$ cat src/rtl/uart_mul_ctrl.sv
// Sequencer between the UART byte stream and the multiplier: gathers two big-endian
// operands, pulses start, then streams the product back MSB-first with backpressure.
module uart_mul_ctrl #(
  parameter int WIDTH          = 32,
  parameter int TIMEOUT_CYCLES = 1000000
) (
  input  logic             clk_i,
  input  logic             rst_ni,
  input  logic [7:0]       rx_data_i,
  input  logic             rx_valid_i,
  output logic [7:0]       tx_data_o,
  output logic             tx_valid_o,
  input  logic             tx_ready_i,
  output logic [WIDTH-1:0] mul_a_o,
  output logic [WIDTH-1:0] mul_b_o,
  output logic             mul_start_o,
  input  logic             mul_done_i,
  input  logic [WIDTH-1:0] mul_result_i,
  output logic             busy_o,
  output logic             overrun_o,
  output logic             timeout_o
);

  localparam int N      = WIDTH / 8;
  localparam int CNT_W  = (N > 1) ? $clog2(N) : 1;
  localparam int IDLE_W = (TIMEOUT_CYCLES > 1) ? $clog2(TIMEOUT_CYCLES) : 1;
  localparam bit TO_EN  = (TIMEOUT_CYCLES != 0);
  localparam logic [CNT_W-1:0]  LAST      = CNT_W'(N - 1);
  localparam logic [IDLE_W-1:0] IDLE_LAST = IDLE_W'((TIMEOUT_CYCLES > 0) ? TIMEOUT_CYCLES - 1 : 0);

  typedef enum logic [1:0] {
    RX_A,
    RX_B,
    MUL,
    TX
  } state_t;

  state_t            state_q, state_d;
  logic [CNT_W-1:0]  cnt_q;
  logic [IDLE_W-1:0] idle_q;
  logic [WIDTH-1:0]  result_q;

  logic accept, drop, handshake, capture, idle_run, timeout_fire, last_byte;

  always_ff @(posedge clk_i or negedge rst_ni) begin
    if (!rst_ni) begin
      state_q <= RX_A;
    end else begin
      state_q <= state_d;
    end
  end

  // idle_q counts completed idle cycles, so the edge closing the TIMEOUT_CYCLES-th one fires
  always_comb begin
    state_d      = state_q;
    last_byte    = (cnt_q == LAST);
    accept       = rx_valid_i && ((state_q == RX_A) || (state_q == RX_B));
    drop         = rx_valid_i && ((state_q == MUL) || (state_q == TX));
    handshake    = (state_q == TX) && tx_ready_i;
    capture      = (state_q == MUL) && mul_done_i && !mul_start_o;
    idle_run     = ((state_q == RX_A) && (cnt_q != '0)) || (state_q == RX_B);
    timeout_fire = TO_EN && idle_run && !rx_valid_i && (idle_q == IDLE_LAST);

    case (state_q)
      RX_A: begin
        if (accept && last_byte) state_d = RX_B;
        else if (timeout_fire)   state_d = RX_A;
      end
      RX_B: begin
        if (accept && last_byte) state_d = MUL;
        else if (timeout_fire)   state_d = RX_A;
      end
      MUL: begin
        if (capture) state_d = TX;
      end
      TX: begin
        if (handshake && last_byte) state_d = RX_A;
      end
      default: state_d = RX_A;
    endcase
  end

  always_ff @(posedge clk_i or negedge rst_ni) begin
    if (!rst_ni) begin
      cnt_q       <= '0;
      idle_q      <= '0;
      result_q    <= '0;
      mul_a_o     <= '0;
      mul_b_o     <= '0;
      mul_start_o <= 1'b0;
      overrun_o   <= 1'b0;
      timeout_o   <= 1'b0;
    end else begin
      mul_start_o <= (state_q == RX_B) && accept && last_byte;
      overrun_o   <= drop;
      timeout_o   <= timeout_fire;

      if (accept && (state_q == RX_A)) mul_a_o <= (mul_a_o << 8) | WIDTH'(rx_data_i);
      if (accept && (state_q == RX_B)) mul_b_o <= (mul_b_o << 8) | WIDTH'(rx_data_i);

      if (accept || handshake) begin
        cnt_q <= last_byte ? '0 : cnt_q + CNT_W'(1);
      end else if (timeout_fire || capture) begin
        cnt_q <= '0;
      end

      if (TO_EN && idle_run && !accept && !timeout_fire) begin
        idle_q <= idle_q + IDLE_W'(1);
      end else begin
        idle_q <= '0;
      end

      if (capture) begin
        result_q <= mul_result_i;
      end else if (handshake) begin
        result_q <= result_q << 8;
      end
    end
  end

  assign tx_data_o  = result_q[WIDTH-1 -: 8];
  assign tx_valid_o = (state_q == TX);
  assign busy_o     = (state_q == MUL) || (state_q == TX);

endmodule
$ cat config.mk
export PLATFORM = sky130hd
export DESIGN_NAME = uart_mul_ctrl
export DESIGN_NICKNAME = d
export VERILOG_FILES = /design/src/rtl/uart_mul_ctrl.sv
export SDC_FILE = /design/constraint.sdc
export NUM_CORES = 1
export LEC_CHECK = 0
export ABC_AREA = 0
export CAP_MARGIN = 10
export CORE_UTILIZATION = 60
export DETAILED_ROUTE_END_ITERATION = 6
export DONT_BUFFER_PORTS = 1
export PLACE_DENSITY = 0.79
export SETUP_SLACK_MARGIN = 0.2
export SYNTH_ARGS = -nofsm -noshare
export SYNTH_HDL_FRONTEND = slang
export SYNTH_SLANG_ARGS = --single-unit
$ cat constraint.sdc
create_clock -name clk_i -period 2.78 [get_ports clk_i]
set_clock_uncertainty 0.15 [all_clocks]
set_input_delay 0.556 -clock clk_i [delete_from_list [all_inputs] [get_ports clk_i]]
set_output_delay 0.556 -clock clk_i [all_outputs]
set_load 0.05 [all_outputs]
==> results.tsv, run 1 <==
stage	metric	value	unit
outcome	status	finished, violations left	
outcome	failing checks	hold timing	
finish	final core utilization	0.7084	
finish	antenna cells	0	
clock_network	worst-case clock buffer depth	2	
grt	number of global-route vias before repair	3236	
worst_setup_path	Crit. Startpoint	state_q[0]	
timing	max-slew violations	0	
worst_setup_path	CP Depth	1	
placement	Post-DP HPWL	6461	µm
grt	largest net degree at the start of global routing	124	
synthesis	register area share after synthesis	0.5951	
worst_setup_path	critical path's slowest cell	and2_1	
worst_setup_path	Reg2Reg Depth	4	
clock_network	H-tree Lvls	4	
route	First-pass DRT Iterations	5	
floorplanning	core area	8299	µm²
route	Routed WL	10120	µm
finish	area grow syn2layout	13.67	%
worst_setup_path	CP arrival	1560	ps
min_path	Hold Path Class	in -> async	
timing	hold slack	-412.5	ps
clock_network	Post-CTS Resized	0	
grt	initial antenna violation count	0	
placement	Post-DP Area	5221	µm²
clock_network	hold buffer count at cts	11	
floorplanning	initial core utilization	0.6232	
placement	Placer Congestion	0.7867	
floorplanning	die width	94.85	µm
clock_network	CTS buffer count	17	
timing	Final Setup Violations	0	
route	DRT antenna net count	0	
worst_setup_path	Crit Path Max Fanout	8	
route	Residual DRC	0	
finish	Final #Nets	469	
worst_setup_path	WS Path Type	reg -> out	
worst_setup_path	worst reg-to-reg setup slack	530	ps
timing	Max Clk Rate	440.5	MHz
route	vias per cell	5.881	
worst_setup_path	Critical Path Sink	tx_valid_o	
worst_setup_path	reg-to-reg critical path startpoint	idle_q[13]	
floorplanning	die height	94.85	µm
run	MaxCap Viol Count	0	
placement	Port-buffer cells	0	
timing	Fin. Hold Viols	123	
placement	placed cells	496	
clock_network	clk sinks	123	
grt	first-pass GRT wire length	15900	µm
synthesis	Syn Nets	461	
floorplanning	I/O pins	122	
timing	Least-Margin Pin Slew	617.8	ps
grt	global route overflow	0	
timing	crit share post-route	0.8166	
synthesis	warnings from Yosys	0	
route	average routed wire per standard cell	18.80	µm
timing	Setup TNS	0	ps
finish	final-layout fill cell count	546	
timing	crit path time final	2270	ps
worst_setup_path	required time worst endpoint	2070	ps
timing	Slew HR	0.5838	
clock_network	CTS tree	built	
floorplanning	cell row count	33	
clock_network	number of post-CTS setup repair buffers	0	
timing	RSZ-0062 raised after global routing	no	
worst_setup_path	Crit path max-delay family	simple AND/OR/NAND/NOR gates	
worst_setup_path	worst path buffer plus inverter count	0	
synthesis	synth unique cells	39	
worst_setup_path	reg2reg end	idle_q[12]	
synthesis	FF+latch count, synth	123	
clock_network	Reg clk slew, reported paths	60	ps
synthesis	synthesized cell area	5172	µm²
finish	Finished Layout Cells	538	
finish	design area	5879	µm²
finish	layout cell share with drive strength beyond 1	0.2471	
synthesis	number of cells produced by synthesis	413	
route	drt initial violations	175	
grt	gr usage total	0.2414	
synthesis	syn avg cell area	12.52	µm²
worst_setup_path	Startpoint Class	register	
route	routed via count	3164	
finish	commonest non-fill, non-tap cell in the layout	dfrtp_1	
worst_setup_path	endpoint class of the critical path	primary output	
clock_network	worst skew pair latency	510	ps
worst_setup_path	max incr delay on CP	540	ps
finish	most frequent cells in the layout	dfrtp_1 (123), mux2_2 (64), nand2_1 (36)	
floorplanning	Die Footprint	8997	µm²
clock_network	root buf cell	clkbuf_8	
worst_setup_path	worst path cell trace	and2_1	
==> cells by family after synthesis <==
kind of cell,Yosys count,share of synthesized area
flip-flops,123,0.5951
AND/OR/NAND/NOR,99,0.09555
multiplexers,88,0.1858
AO/OA/AOI/OAI,50,0.05975
buffers and inverters,37,0.03459
XOR/XNOR,13,0.02201
adder cells (fa/ha/maj),3,0.007258
==> synthesized netlist by cell type (all sizes together) <==
cell type,number,area share
a211oi,1,0.0015
a21o,1,0.0015
a21oi,6,0.0058
a22o,8,0.014
and2,3,0.0036
and4,2,0.0036
buf,15,0.019
clkbuf,13,0.0094
dfrtp,123,0.60
ha,3,0.0073
inv,9,0.0065
mux2,64,0.14
mux2i,24,0.046
nand2,36,0.026
nand2b,1,0.0012
nand3,8,0.0077
nand4,5,0.0060
nor2,21,0.015
nor2b,3,0.0036
nor3,6,0.0080
nor4,3,0.0036
nor4b,1,0.0017
nor4bb,1,0.0019
o21ai,29,0.028
o21bai,1,0.0036
o22ai,1,0.0012
o31ai,2,0.0029
o32ai,1,0.0017
or3,5,0.0060
or4,3,0.0051
or4b,1,0.0019
xnor2,11,0.019
xor2,2,0.0034
==> worst min-delay path by stage <==
stage / end / startpoint / depth (start not counted) / slack [ps]
CTS: result_q[23] / rst_ni / 0 / -430
global placement: state_q[1] / rst_ni / 0 / 120
finish: state_q[1] / rst_ni / 0 / -410
detailed placement: mul_start_o / rst_ni / 0 / 120
floorplan: cnt_q[0] / rst_ni / 0 / 110
global route: state_q[1] / rst_ni / 0 / -430
==> area by class of cell <==
cell class,instances,area (µm²),share of cell area
sequential,123,3078,0.5235
multi-input combinational,253,1933,0.3288
clock buffer,18,427.9,0.07278
timing repair buffer,17,155.1,0.02639
tap,105,131.4,0.02235
clock inverter,13,120.1,0.02043
inverter,9,33.78,0.005746
==> per-layer routing <==
layer	routed length, µm	part of all wire	GRT usage
met3	971	0.096	0.1119
met2	5027	0.50	0.3711
met1	3942	0.39	0.2845
met4	174	0.017	0.1225
met5	0	0	0
==> per-stage QoR <==
stage	hold slack [ps]	setup WS [ps]
detailed placement	116.1	508.5
global route	-434.9	398.3
global placement	116.4	593.9
floorplan	110.4	704.6
finish	-412.5	509.7
CTS	-430.0	490.5
==> sequential cells by signal, indices dropped and copies added, names as in the netlist <==
| register | cells |
|---|---|
| timeout_o | 1 |
| mul_a_o | 32 |
| state_q | 2 |
| cnt_q | 2 |
| idle_q | 20 |
| mul_b_o | 32 |
| overrun_o | 1 |
| mul_start_o | 1 |
| result_q | 32 |
Power of run 1 is left out: the tool's default activity adds up to more than one toggle a clock period on the data nets, which glitch-free logic cannot reach.
==> inputs of run 2 (changes only) <==
--- a/config.mk
+++ b/config.mk
@@ -7,10 +7,10 @@
 export LEC_CHECK = 0
 export ABC_AREA = 0
 export CAP_MARGIN = 10
-export CORE_UTILIZATION = 60
+export CORE_UTILIZATION = 57
 export DETAILED_ROUTE_END_ITERATION = 6
 export DONT_BUFFER_PORTS = 1
-export PLACE_DENSITY = 0.79
+export PLACE_DENSITY = 0.78
 export SETUP_SLACK_MARGIN = 0.2
 export SYNTH_ARGS = -nofsm -noshare
 export SYNTH_HDL_FRONTEND = slang
==> constraint.sdc (replaced) <==
create_clock -name clk_i -period 1.8 [get_ports clk_i]
set_clock_uncertainty 0.15 [all_clocks]
set_input_delay 0.36 -clock clk_i [delete_from_list [all_inputs] [get_ports clk_i]]
set_output_delay 0.36 -clock clk_i [all_outputs]
set_load 0.05 [all_outputs]
==> run 2 against run 1 <==
  * Via count increased by 26%
  * Die area rose by 5.1%
  * Global-route usage increased by 2.8 points
  * Setup slack got worse by 760 ps
  * The run ends with hold timing, setup timing left
  * Critical endpoint is now idle_q[15]
  * Flip-flop and latch count unchanged
  * Register-to-register slack got worse by 780 ps
  * Utilization is 15 points higher
==> results.tsv, run 2 (synthesis gave the netlist of run 1 again) <==
stage	metric	value	unit	change
power	pwr dens	2194	nW/µm²	
run	MaxCap Viol Count	0		unchanged
outcome	status	finished, violations left		
placement	Port-buffer cells	0		unchanged
route	routed via count	3974		+26%
worst_setup_path	endpoint class of the critical path	register		
finish	final-layout fill cell count	348		-36%
grt	gr usage total	0.2694		+0.02802
timing	crit share post-route	1.141		
worst_setup_path	Startpoint Class	register		
route	DRT antenna net count	0		unchanged
finish	area grow syn2layout	45.82	%	
clock_network	H-tree Lvls	4		unchanged
worst_setup_path	required time worst endpoint	2030	ps	-40 ps
worst_setup_path	CP arrival	2290	ps	+730 ps
finish	multi-input combinational cell area	2434	µm²	+26%
clock_network	CTS tree	built		
clock_network	root buf cell	clkbuf_8		
outcome	failing checks	hold timing, setup timing		
finish	commonest non-fill, non-tap cell in the layout	dfrtp_2		
clock_network	clk sinks	123		unchanged
timing	Setup TNS	-8368	ps	-8368 ps
grt	initial antenna violation count	1		+1
floorplanning	die height	97.26	µm	+2.5%
route	Residual DRC	0		unchanged
timing	Fin. Hold Viols	123		unchanged
timing	Slew HR	0.6789		+0.09508
clock_network	CTS buffer count	17		unchanged
power	Worst VDD drop	1516	µV	
power	leakage	3.507	nW	
worst_setup_path	Crit Path Max Fanout	19		+11
grt	global route overflow	0		unchanged
route	drt initial violations	280		+60%
floorplanning	initial core utilization	0.5902		-0.03301
placement	Post-DP Area	5509	µm²	+5.5%
timing	max-slew violations	0		unchanged
finish	layout cell share with drive strength beyond 1	0.5476		+0.3005
floorplanning	core area	8763	µm²	+5.6%
timing	fin worst setup slack	-253.1	ps	-762.8 ps
clock_network	hold buffer count at cts	42		+31
floorplanning	Die Footprint	9460	µm²	+5.1%
placement	Post-DP HPWL	6844	µm	+5.9%
timing	Least-Margin Pin Slew	475.0	ps	-142.8 ps
timing	Final Setup Violations	86		+86
clock_network	worst skew pair latency	530	ps	+20 ps
grt	largest net degree at the start of global routing	124		unchanged
timing	RSZ-0062 raised after global routing	yes		
clock_network	worst-case clock buffer depth	2		unchanged
floorplanning	cell row count	34		+3.0%
grt	first-pass GRT wire length	19600	µm	+23%
placement	Placer Congestion	0.8529		+8.4%
route	vias per cell	6.369		+8.3%
grt	number of global-route vias before repair	3786		+17%
timing	hold slack	-633.0	ps	-220.4 ps
floorplanning	I/O pins	122		unchanged
route	Routed WL	17450	µm	+72%
timing	crit path time final	2053	ps	
finish	storage element area	3174	µm²	+3.1%
min_path	Hold Path Class	in -> async		
finish	top flop regs	mul_a_o (32), mul_b_o (32), result_q (32)		
floorplanning	die width	97.26	µm	+2.5%
finish	most frequent cells in the layout	dfrtp_2 (77), mux2_4 (64), dfrtp_1 (46)		
route	average routed wire per standard cell	27.96	µm	+49%
route	First-pass DRT Iterations	5		unchanged
worst_setup_path	WS Path Type	reg -> reg		
finish	design area	7542	µm²	+28%
finish	Final #Nets	550		+17%
clock_network	Reg clk slew, reported paths	70	ps	about the same
timing	Max Clk Rate	487.1	MHz	
-- run 2: worst max-delay path: stages, from the launching register on --
cell      delay [ps]
dfrtp_1          370
or4b_1           520
or4_4            470
o21bai_4         160
buf_12           170
a21oi_1           60
-- run 2: metal layers --
metal | up-vias | GRT usage | share of wire
met5 | - | 0 | 0
met4 | 0 | 0.1063 | 0.052
met3 | 69 | 0.08489 | 0.063
met2 | 215 | 0.4540 | 0.52
met1 | 2052 | 0.3233 | 0.36
li1 | 1638 | - | -
-- run 2: layout make-up --
cell class	instances	area share
flip-flops and latches	123	0.4209
multi-input cells	253	0.3227
repair buffers	98	0.1515
clock buffers	18	0.05674
clock inverters	14	0.02555
well taps	108	0.01792
inverters	9	0.004479
diodes	1	0.0003318
-- run 2: path summary, 6_finish.rpt --
check                       startpoint      endpoint  slack [ps]  depth (start not counted)
setup / recovery            idle_q[12]    idle_q[15]        -250                          5
hold / removal                  rst_ni  result_q[30]        -630                          0
setup reg to reg            idle_q[12]    idle_q[15]        -250                          5
hold reg to reg            result_q[2]   result_q[2]         360                          1
max in group asynchronous       rst_ni    mul_a_o[5]        1930                          0
min in group clk_i          rx_valid_i      cnt_q[1]         110                          3
-- run 2: what timing repair did --
| item | 4_1_cts | 5_1_grt |
|---|---|---|
| setup endpoints to repair | 114 | 119 |
| setup buffers | 2 | 10 |
| pin swaps | 1 | 34 |
| endpoints found under the hold margin | 175 | 123 |
| gates cloned | 2 | 9 |
| resized for setup | 90 | 165 |
-- run 2: power breakdown --
part	leakage, nW	internal, W	switching [W]
clock network	0.309	0.00229	0.00138
registers	1.45	0.00406	0.00417
logic	1.75	0.00271	0.00193
-- run 2: metrics by stage --
stage | hold WS, ps | setup WS (ps) | utilization | cells | power (W)
finish | -633.0 | -253.1 | 0.8607 | 624 | 0.01655
floorplan | -85.59 | -246.7 | - | 413 | 0.009630
CTS | -630.4 | -202.7 | 0.7714 | 604 | 0.01435
detailed placement | -83.40 | -183.2 | 0.6286 | 526 | 0.01026
global placement | -83.31 | -158.9 | 0.6286 | 526 | 0.01007
global route | -655.3 | -298.7 | 0.8607 | 624 | 0.01698
No activity file was read; power rests on OpenSTA's default activity.
==> inputs of run 3 (changes only) <==
--- a/config.mk
+++ b/config.mk
@@ -7,11 +7,11 @@
 export LEC_CHECK = 0
 export ABC_AREA = 0
 export CAP_MARGIN = 10
+export CORE_MARGIN = 2
 export CORE_UTILIZATION = 57
 export DETAILED_ROUTE_END_ITERATION = 6
 export DONT_BUFFER_PORTS = 1
 export PLACE_DENSITY = 0.78
-export SETUP_SLACK_MARGIN = 0.2
 export SYNTH_ARGS = -nofsm -noshare
 export SYNTH_HDL_FRONTEND = slang
 export SYNTH_SLANG_ARGS = --single-unit
==> run 3 against run 2 <==
  * The run still ends with hold timing, setup timing left
  * Utilization is 11 points lower
  * Register-to-register slack better by 30 ps
  * Non-clock buffer count is 18 lower
  * Critical path type unchanged
  * Count of clock-buffer cells in the layout is 1 lower
  * Total power is 17% lower
  * Sequential share of layout area is 4.8 points higher
  * Maximum frequency is 1.3% higher
  * First-iteration DRC count is 67% lower
==> results.tsv, run 3 (synthesis gave the netlist of run 1 again) <==
stage	metric	value	unit	change
timing	max-slew violations	0		unchanged
finish	top flop regs	mul_a_o (32), mul_b_o (32), result_q (32)		
route	Residual DRC	0		unchanged
run	MaxCap Viol Count	0		unchanged
route	average routed wire per standard cell	19.66	µm	-30%
worst_setup_path	Startpoint Class	register		
grt	number of global-route vias before repair	3820		+0.90%
clock_network	Reg clk slew, reported paths	60	ps	about the same
worst_setup_path	critical path's slowest cell	or4b_1		
clock_network	worst skew pair latency	510	ps	-20 ps
floorplanning	die height	99.26	µm	+2.1%
timing	RSZ-0062 raised after global routing	yes		
finish	storage element area	3082	µm²	-2.9%
timing	Least-Margin Pin Slew	571.8	ps	+96.79 ps
route	First-pass DRT Iterations	4		-1
grt	initial antenna violation count	0		-1
floorplanning	die width	99.26	µm	+2.1%
clock_network	CTS tree	built		
finish	layout cell share with drive strength beyond 1	0.2918		-0.2558
power	leakage	2.974	nW	-15%
worst_setup_path	endpoint class of the critical path	register		
worst_setup_path	worst path cell trace	or4b_1 > or4_4 > o21bai_4 > buf_6 > nor2_1		
finish	most frequent cells in the layout	dfrtp_1 (120), mux2_2 (64), dlygate4sd3_1 (42)		
worst_setup_path	Crit Path Max Fanout	10		-9
finish	antenna cells	0		-1
worst_setup_path	WS Path Type	reg -> reg		
timing	crit share post-route	1.127		-0.01410
floorplanning	cell row count	34		unchanged
power	Pint	0.007239	W	-20%
route	routed via count	3513		-12%
route	drt initial violations	93		-67%
grt	global route overflow	0		unchanged
timing	Slew HR	0.6188		-0.06007
placement	Port-buffer cells	0		unchanged
worst_setup_path	CP arrival	2270	ps	-20 ps
worst_setup_path	required time worst endpoint	2040	ps	about the same
grt	first-pass GRT wire length	18950	µm	-3.3%
finish	final-layout fill cell count	517		+49%
floorplanning	I/O pins	122		unchanged
finish	area grow syn2layout	27.02	%	
timing	Max Clk Rate	493.2	MHz	+1.3%
clock_network	CTS buffer count	17		unchanged
route	Routed WL	11890	µm	-32%
clock_network	H-tree Lvls	4		unchanged
clock_network	worst-case clock buffer depth	2		unchanged
route	DRT antenna net count	0		unchanged
floorplanning	core area	8763	µm²	unchanged
worst_setup_path	max incr delay on CP	530	ps	about the same
clock_network	clk sinks	123		unchanged
clock_network	hold buffer count at cts	42		unchanged
timing	crit path time final	2028	ps	-25.37 ps
min_path	Hold Path Class	in -> async		
power	Worst VDD drop	1634	µV	+7.7%
timing	hold slack	-609.8	ps	+23.21 ps
finish	final core utilization	0.7497		-0.1109
route	vias per cell	5.807		-8.8%
placement	Placer Congestion	0.7854		-7.9%
timing	Setup TNS	-4509	ps	+3859 ps
worst_setup_path	worst reg-to-reg setup slack	-230	ps	+30 ps
finish	commonest non-fill, non-tap cell in the layout	dfrtp_1		
power	share of power burned in the clock network	0.232		+0.010
finish	multi-input combinational cell area	1948	µm²	-20%
outcome	failing checks	hold timing, setup timing		
finish	Final #Nets	532		-3.3%
clock_network	root buf cell	clkbuf_8		
floorplanning	initial core utilization	0.5902		unchanged
power	sequential fraction of design power	0.565		+0.068
timing	Fin. Hold Viols	123		unchanged
timing	fin worst setup slack	-227.7	ps	+25.37 ps
outcome	status	finished, violations left		
grt	gr usage total	0.2481		-0.02128
floorplanning	Die Footprint	9853	µm²	+4.2%
power	Gate power share	0.203		-0.078
placement	Post-DP HPWL	6838	µm	about the same
grt	largest net degree at the start of global routing	124		unchanged
power	Net Sw Power	0.006516	W	-13%
timing	Final Setup Violations	23		-73%
power	switch share	0.4737		+0.02127
power	pwr dens	2094	nW/µm²	-4.6%
==> run 3: what timing repair did <==
item,in CTS,in global routing
pin swaps,0,1
gates resized for setup,6,7
buffers inserted,3,2
cloned,0,2
setup endpoints to repair,24,26
hold endpoints to repair,175,123
==> run 3: worst paths after layout <==
check | startpoint | to | cells past startpoint
max in group asynchronous | rst_ni | mul_b_o[21] | 0
max | idle_q[12] | idle_q[7] | 5
min | rst_ni | result_q[26] | 0
max reg2reg | idle_q[12] | idle_q[7] | 5
min in group clk_i | rx_valid_i | idle_q[2] | 4
min reg2reg | result_q[7] | result_q[7] | 1
==> run 3: per-stage QoR <==
stage / total power, W / instances / cell area, µm² / setup WS [ps]
after CTS: 0.01356 / 601 / 6476 / -228.8
after global placement: 0.01002 / 524 / 5450 / -178.6
after floorplan: 0.009532 / 413 / 5177 / -246.7
after detailed placement: 0.01020 / 524 / 5450 / -237.5
final: 0.01376 / 605 / 6570 / -227.7
after global routing: 0.01434 / 605 / 6570 / -262.4
==> run 3: per-layer routing <==
metal  track usage  vias to the layer above  wire [µm]
met4       0.08325                        0        136
met5             0                        -          0
met1        0.2843                     1767       4662
met3       0.09487                       15        939
li1              -                     1598          -
met2        0.4288                      133       6157
==> run 3: cell type report <==
| type | count | area share |
|---|---|---|
| Sequential cell | 123 | 0.4691 |
| Multi-Input combinational cell | 253 | 0.2965 |
| Timing Repair Buffer | 80 | 0.1225 |
| Clock buffer | 17 | 0.06304 |
| Clock inverter | 15 | 0.02323 |
| Tap cell | 108 | 0.02057 |
| Inverter | 9 | 0.005142 |
==> run 3: critical path, delay by kind of cell, from the launching register on <==
kind	cells	cell delay, ps
buffers and inverters	1	160
AOI/OAI and AO/OA	1	160
and+or+nand+nor	3	1060
DFF	1	380
==> run 3: power by group through the flow <==
stage / clock, W / sequential, W / combinational [W]
floorplan: 0 / 0.00714 / 0.00239
global placement: 0 / 0.00775 / 0.00227
detailed placement: 0 / 0.00781 / 0.00239
CTS: 0.00321 / 0.00774 / 0.00261
global route: 0.00334 / 0.00793 / 0.00306
finish: 0.00319 / 0.00778 / 0.00279
